--- src/rtl/fetch_queue.sv ---
// Instruction-fetch front end: issues sequential PC reads against a fixed-latency memory and
// buffers returned words with their PCs for a valid/ready decode consumer.
module fetch_queue #(
  parameter int unsigned       ADDR_W   = 32,
  parameter int unsigned       DATA_W   = 32,
  parameter int unsigned       DEPTH    = 4,
  parameter int unsigned       MEM_LAT  = 1,
  parameter logic [ADDR_W-1:0] RESET_PC = '0,
  parameter int unsigned       PC_STEP  = 4
) (
  input  logic                     clk,
  input  logic                     rst,
  input  logic                     halt,
  input  logic                     redirect,
  input  logic [ADDR_W-1:0]        redirect_tgt,
  output logic                     mem_req,
  output logic [ADDR_W-1:0]        mem_addr,
  input  logic [DATA_W-1:0]        mem_data,
  output logic                     out_valid,
  input  logic                     out_ready,
  output logic [DATA_W-1:0]        out_instr,
  output logic [ADDR_W-1:0]        out_pc,
  output logic [$clog2(DEPTH):0]   occupancy
);

  localparam int unsigned PtrW = $clog2(DEPTH);
  localparam int unsigned CntW = PtrW + 1;

  logic [ADDR_W-1:0]  pc_q, pc_d;
  logic [PtrW-1:0]    wptr_q, wptr_d, rptr_q, rptr_d;
  logic [CntW-1:0]    cnt_q, cnt_d;
  logic [MEM_LAT-1:0] fl_vld_q, fl_vld_d;
  logic [ADDR_W-1:0]  fl_pc_q [MEM_LAT];
  logic [ADDR_W-1:0]  fl_pc_d [MEM_LAT];
  logic [DATA_W-1:0]  data_q [DEPTH];
  logic [ADDR_W-1:0]  tag_q [DEPTH];

  logic [31:0] credits_used;
  logic        issue, land, pop;

  // Queued entries plus every read still in flight each hold a reserved slot.
  always_comb begin
    credits_used = 32'(cnt_q);
    for (int i = 0; i < MEM_LAT; i++) begin
      credits_used = credits_used + 32'(fl_vld_q[i]);
    end
  end

  assign out_valid = (cnt_q != '0);
  assign issue     = !rst && !halt && !redirect && (credits_used < DEPTH);
  assign land      = fl_vld_q[MEM_LAT-1] && !redirect && !rst;
  assign pop       = out_valid && out_ready && !halt && !redirect;

  assign mem_req   = issue;
  assign mem_addr  = pc_q;
  assign out_instr = data_q[rptr_q];
  assign out_pc    = tag_q[rptr_q];
  assign occupancy = cnt_q;

  always_comb begin
    pc_d        = pc_q;
    wptr_d      = wptr_q + PtrW'(land);
    rptr_d      = rptr_q + PtrW'(pop);
    cnt_d       = cnt_q + CntW'(land) - CntW'(pop);
    fl_vld_d[0] = issue;
    fl_pc_d[0]  = pc_q;
    for (int i = 1; i < MEM_LAT; i++) begin
      fl_vld_d[i] = fl_vld_q[i-1];
      fl_pc_d[i]  = fl_pc_q[i-1];
    end
    if (issue) begin
      pc_d = pc_q + ADDR_W'(PC_STEP);
    end
    if (redirect) begin
      pc_d     = redirect_tgt;
      wptr_d   = '0;
      rptr_d   = '0;
      cnt_d    = '0;
      fl_vld_d = '0;
    end
  end

  always_ff @(posedge clk) begin
    if (rst) begin
      pc_q     <= RESET_PC;
      wptr_q   <= '0;
      rptr_q   <= '0;
      cnt_q    <= '0;
      fl_vld_q <= '0;
      for (int i = 0; i < MEM_LAT; i++) begin
        fl_pc_q[i] <= '0;
      end
    end else begin
      pc_q     <= pc_d;
      wptr_q   <= wptr_d;
      rptr_q   <= rptr_d;
      cnt_q    <= cnt_d;
      fl_vld_q <= fl_vld_d;
      for (int i = 0; i < MEM_LAT; i++) begin
        fl_pc_q[i] <= fl_pc_d[i];
      end
    end
  end

  always_ff @(posedge clk) begin
    if (land) begin
      data_q[wptr_q] <= mem_data;
      tag_q[wptr_q]  <= fl_pc_q[MEM_LAT-1];
    end
  end

  // Credit reservation must make a landing into a full queue impossible.
  assert property (@(posedge clk) disable iff (rst) !(land && (cnt_q == CntW'(DEPTH))));

endmodule

--- config.mk ---
export PLATFORM = sky130hd
export DESIGN_NAME = fetch_queue
export DESIGN_NICKNAME = d
export VERILOG_FILES = /design/src/rtl/fetch_queue.sv
export SDC_FILE = /design/constraint.sdc
export NUM_CORES = 1
export LEC_CHECK = 0
export BUFFER_PORTS_ARGS = -buffer_cell sky130_fd_sc_hd__clkbuf_2
export CAP_MARGIN = 20
export CELL_PAD_IN_SITES_DETAIL_PLACEMENT = 0
export CELL_PAD_IN_SITES_GLOBAL_PLACEMENT = 1
export CORE_MARGIN = 2
export CORE_UTILIZATION = 40
export DETAILED_ROUTE_END_ITERATION = 16
export PLACE_DENSITY_LB_ADDON = 0.1
export SLEW_MARGIN = 20
export SYNTH_ARGS = -nofsm -noshare
export SYNTH_HDL_FRONTEND = slang
export SYNTH_SLANG_ARGS = --single-unit
export TNS_END_PERCENT = 10
--- constraint.sdc ---
create_clock -name clk -period 6.5 [get_ports clk]
set_clock_uncertainty 0.1 [all_clocks]
set_input_delay 0 -clock clk [delete_from_list [all_inputs] [get_ports clk]]
set_output_delay 0 -clock clk [all_outputs]
set_load 0.01 [all_outputs]
==> results.toml <==
[critical_path]
worstPathCellList = "buf_4 > mux4_2 > clkbuf_2"
critPathRequiredTime_ns = 6.40
end_kind = "output port"
crit_fanout = 41
crit_path_top_delay_cell = "buf_4"
crit_arrival_ns = 2.83
path_class = "reg2out"
critPathLaunchType = "register"
max_stage_delay_ns = 0.77

[final_layout]
design_area_sq_mm = 0.0155
finalNonFillerCells = 1362
layout-drive-gt1-share = 0.313
diodes = 0
nets = 1014
fin_util = 0.508
fill_cells = 2604
area_delta_synth_final_pct = 25.6

[route]
drc = 0
viasPerCell = 5.17
ant_nets = 0
wl_um = 27500
dr.max_layer_used = "met4"
wl_per_cell_um = 20.2
wl_met3_um = 1520
wl_met2_um = 13500
drtIter0Drc = 360
wl_met1_um = 11900
firstDrtPassIters = 4
via_count = 7035

[cts]
htreeDepth = 2
cts_tree = "built"
cts_buffers = 36
cts_setup_buffers = 0
clkSinkCount = 328
cts_buffer_depth = 3
post_cts_resized = 0
cts_root_buf = "clkbuf_16"
worstSkewPairLatency_ns = 0.50
clk_pin_slew_ns = 0.06

[placed_design]
dp_slack_ns = 3.79
place_area_sq_mm = 0.0136
place.gp.congestion = 0.808
placedCellCount = 1228
hpwl_um = 17000
port_buffers = 169

[power_and_ir_drop]
internal_power_uw = 3540
pwr-share-clk = 0.442
swShare = 0.197
ir_worst_vdd_uv = 170
power.leakage_uw = 0.00530
p_switching_uw = 870
pwr-share-seq = 0.524
power.density_mw_per_mm2 = 285
power_frac_comb = 0.034

[yosys]
ys_warn_count = 0
syn-instance-count = 689
synth_top_family_by_area = "multiplexers"
synth-compound-area-share = 0.0383
synth_adder_area_share = 0.00570
yosysSeqAreaShare = 0.742
synth-async-reset-ratio = 0
ys.flop_type = "edfxtp_1"
syn_nets = 763
synth_cell_types = 54
synthesis.area_sq_mm = 0.0123
syn_area_per_cell_sq_um = 17.9
synth-xor-area-share = 0.00427
ys_seq_elements = 328
synthMuxAreaShare = 0.121
synth_edf_count = 256
synthSimpleGateAreaFrac = 0.0750

[sta]
fmax_mhz = 341
fin_ws_ns = 3.57
fin_setup_tns_ns = 0
setup_viol = 0
hold_viol = 0
finalCriticalPeriod_ns = 2.93
rsz0062_at_grt = "false"
slew_headroom = 0.305
timing.final.crit_share = 0.451
slew_violations = 0
tightest_slew_ns = 1.04

[floorplanning]
die_h_um = 179
io_pins = 170
die_area_sq_mm = 0.0322
dieWidth_um = 179
core_sq_mm = 0.0304
rows = 64
start_util = 0.404

[outcome]
status = "finished clean"

[hold_path]
hold_class = "in2reg"

[grt]
antenna_found_initial = 0
grt_max_degree = 68
grt_pass1_wl_um = 42200
grt-ovfl-total = 0
grt_usage = 0.175
grt_pass1_vias = 7382

[job]
max_cap_viol_count = 0
-- Yosys cell counts (4+ instances only) --
library cell,number,area share
dfxtp_1,72,0.12
nor3_1,6,0.0024
nor2b_1,27,0.014
nor2_1,20,0.0061
a21oi_1,16,0.0065
or3_1,8,0.0041
nand2_1,43,0.013
a31oi_1,10,0.0051
buf_2,5,0.0020
nand3_1,15,0.0061
and3_1,7,0.0036
o21ai_0,7,0.0028
mux4_2,64,0.12
o211ai_1,8,0.0049
ha_1,4,0.0041
nand4_1,16,0.0081
or4_1,7,0.0043
a311oi_1,5,0.0036
edfxtp_1,256,0.62
clkbuf_1,21,0.0064
nor4_1,7,0.0036
inv_1,12,0.0037
buf_1,6,0.0018
-- metal layers --
metal	global-route usage	vias up
met5	0	-
met4	0.0501	0
met3	0.0357	41
met2	0.292	206
met1	0.233	3513
li1	-	3275
-- flip-flops by register name (all words and copies together) (netlist names) --
signal / count
fl_pc_q: 32
rptr_q: 2
occupancy: 3
fl_vld_q: 1
mem_addr: 32
wptr_q: 2
tag_q: 128
data_q: 128
-- per-stage QoR --
step | total power [uW] | hold WS, ns
6_report | 4410 | 0.0286
3_3_place_gp | 2470 | 0.115
2_1_floorplan | 2400 | -0.00113
4_1_cts | 4480 | 0.00202
3_5_place_dp | 2470 | 0.125
5_1_grt | 4580 | 0.0867
-- layout make-up --
class	count	area [sq um]	area share
clock buffer	56	1050	0.0678
clock inverter	8	98.8	0.00640
inverter	13	48.8	0.00316
multi-input combinational	316	3020	0.195
sequential	328	9140	0.591
tap	396	495	0.0321
timing repair buffer	245	1610	0.104
-- critical path, delay by kind of cell, from the launching register on --
| family | cells | cell delay [ns] |
|---|---|---|
| buffers and inverters | 2 | 0.93 |
| muxes | 1 | 0.65 |
| DFF | 1 | 0.69 |
-- kinds of logic (layout without fill, tap and decap cells) --
group                    count (synthesis)  count (layout)
XOR/XNOR                                 6               6
buffers and inverters                   45             322
multiplexers                            68              68
AND/OR/NAND/NOR                        170             170
adder cells (fa/ha/maj)                  5               5
flip-flops                             328             328
AO/OA/AOI/OAI                           67              67
-- power by group through the flow --
stage	Clock, uW	Combinational [uW]	Sequential, uW
6_report	1950	151	2310
2_1_floorplan	0	50.4	2350
3_5_place_dp	0	120	2350
3_3_place_gp	0	118	2350
5_1_grt	2100	166	2310
4_1_cts	2020	153	2310
-- repair_timing --
| item | CTS | global route |
|---|---|---|
| hold endpoints to repair | 163 | 0 |
| hold buffers | 69 | 0 |
| endpoints found under the setup margin | 0 | 0 |
-- final timing paths --
path                        startpoint                      to  slack (ns)  cells after the start
max               rptr_q[0]$_SDFF_PP0_              out_pc[21]        3.57                      3
min                               halt    rptr_q[0]$_SDFF_PP0_        0.03                      5
max reg2reg       rptr_q[0]$_SDFF_PP0_    rptr_q[1]$_SDFF_PP0_        3.83                      5
min reg2reg  fl_pc_q[0][29]$_SDFF_PP0_  tag_q[3][29]$_DFFE_PP_        0.37                      0
-- layout by cell type (no fill, tap or decap), types with 7 or more instances in the layout --
cell | Yosys | routed
edfxtp_1 | 256 | 256
or3_1 | 8 | 8
a31oi_1 | 10 | 10
nand4_1 | 16 | 16
mux4_2 | 64 | 64
a21oi_1 | 16 | 16
clkbuf_16 | 0 | 38
or4_1 | 7 | 7
nor2b_1 | 27 | 27
dlygate4sd3_1 | 0 | 69
dfxtp_1 | 72 | 70
clkbuf_1 | 21 | 15
clkbuf_2 | 0 | 169
nor2_1 | 20 | 20
nor4_1 | 7 | 7
o211ai_1 | 8 | 8
nand3_1 | 15 | 15
inv_1 | 12 | 12
nand2_1 | 43 | 43
o21ai_0 | 7 | 7
Note: power is estimated with default switching activity, not from simulation.
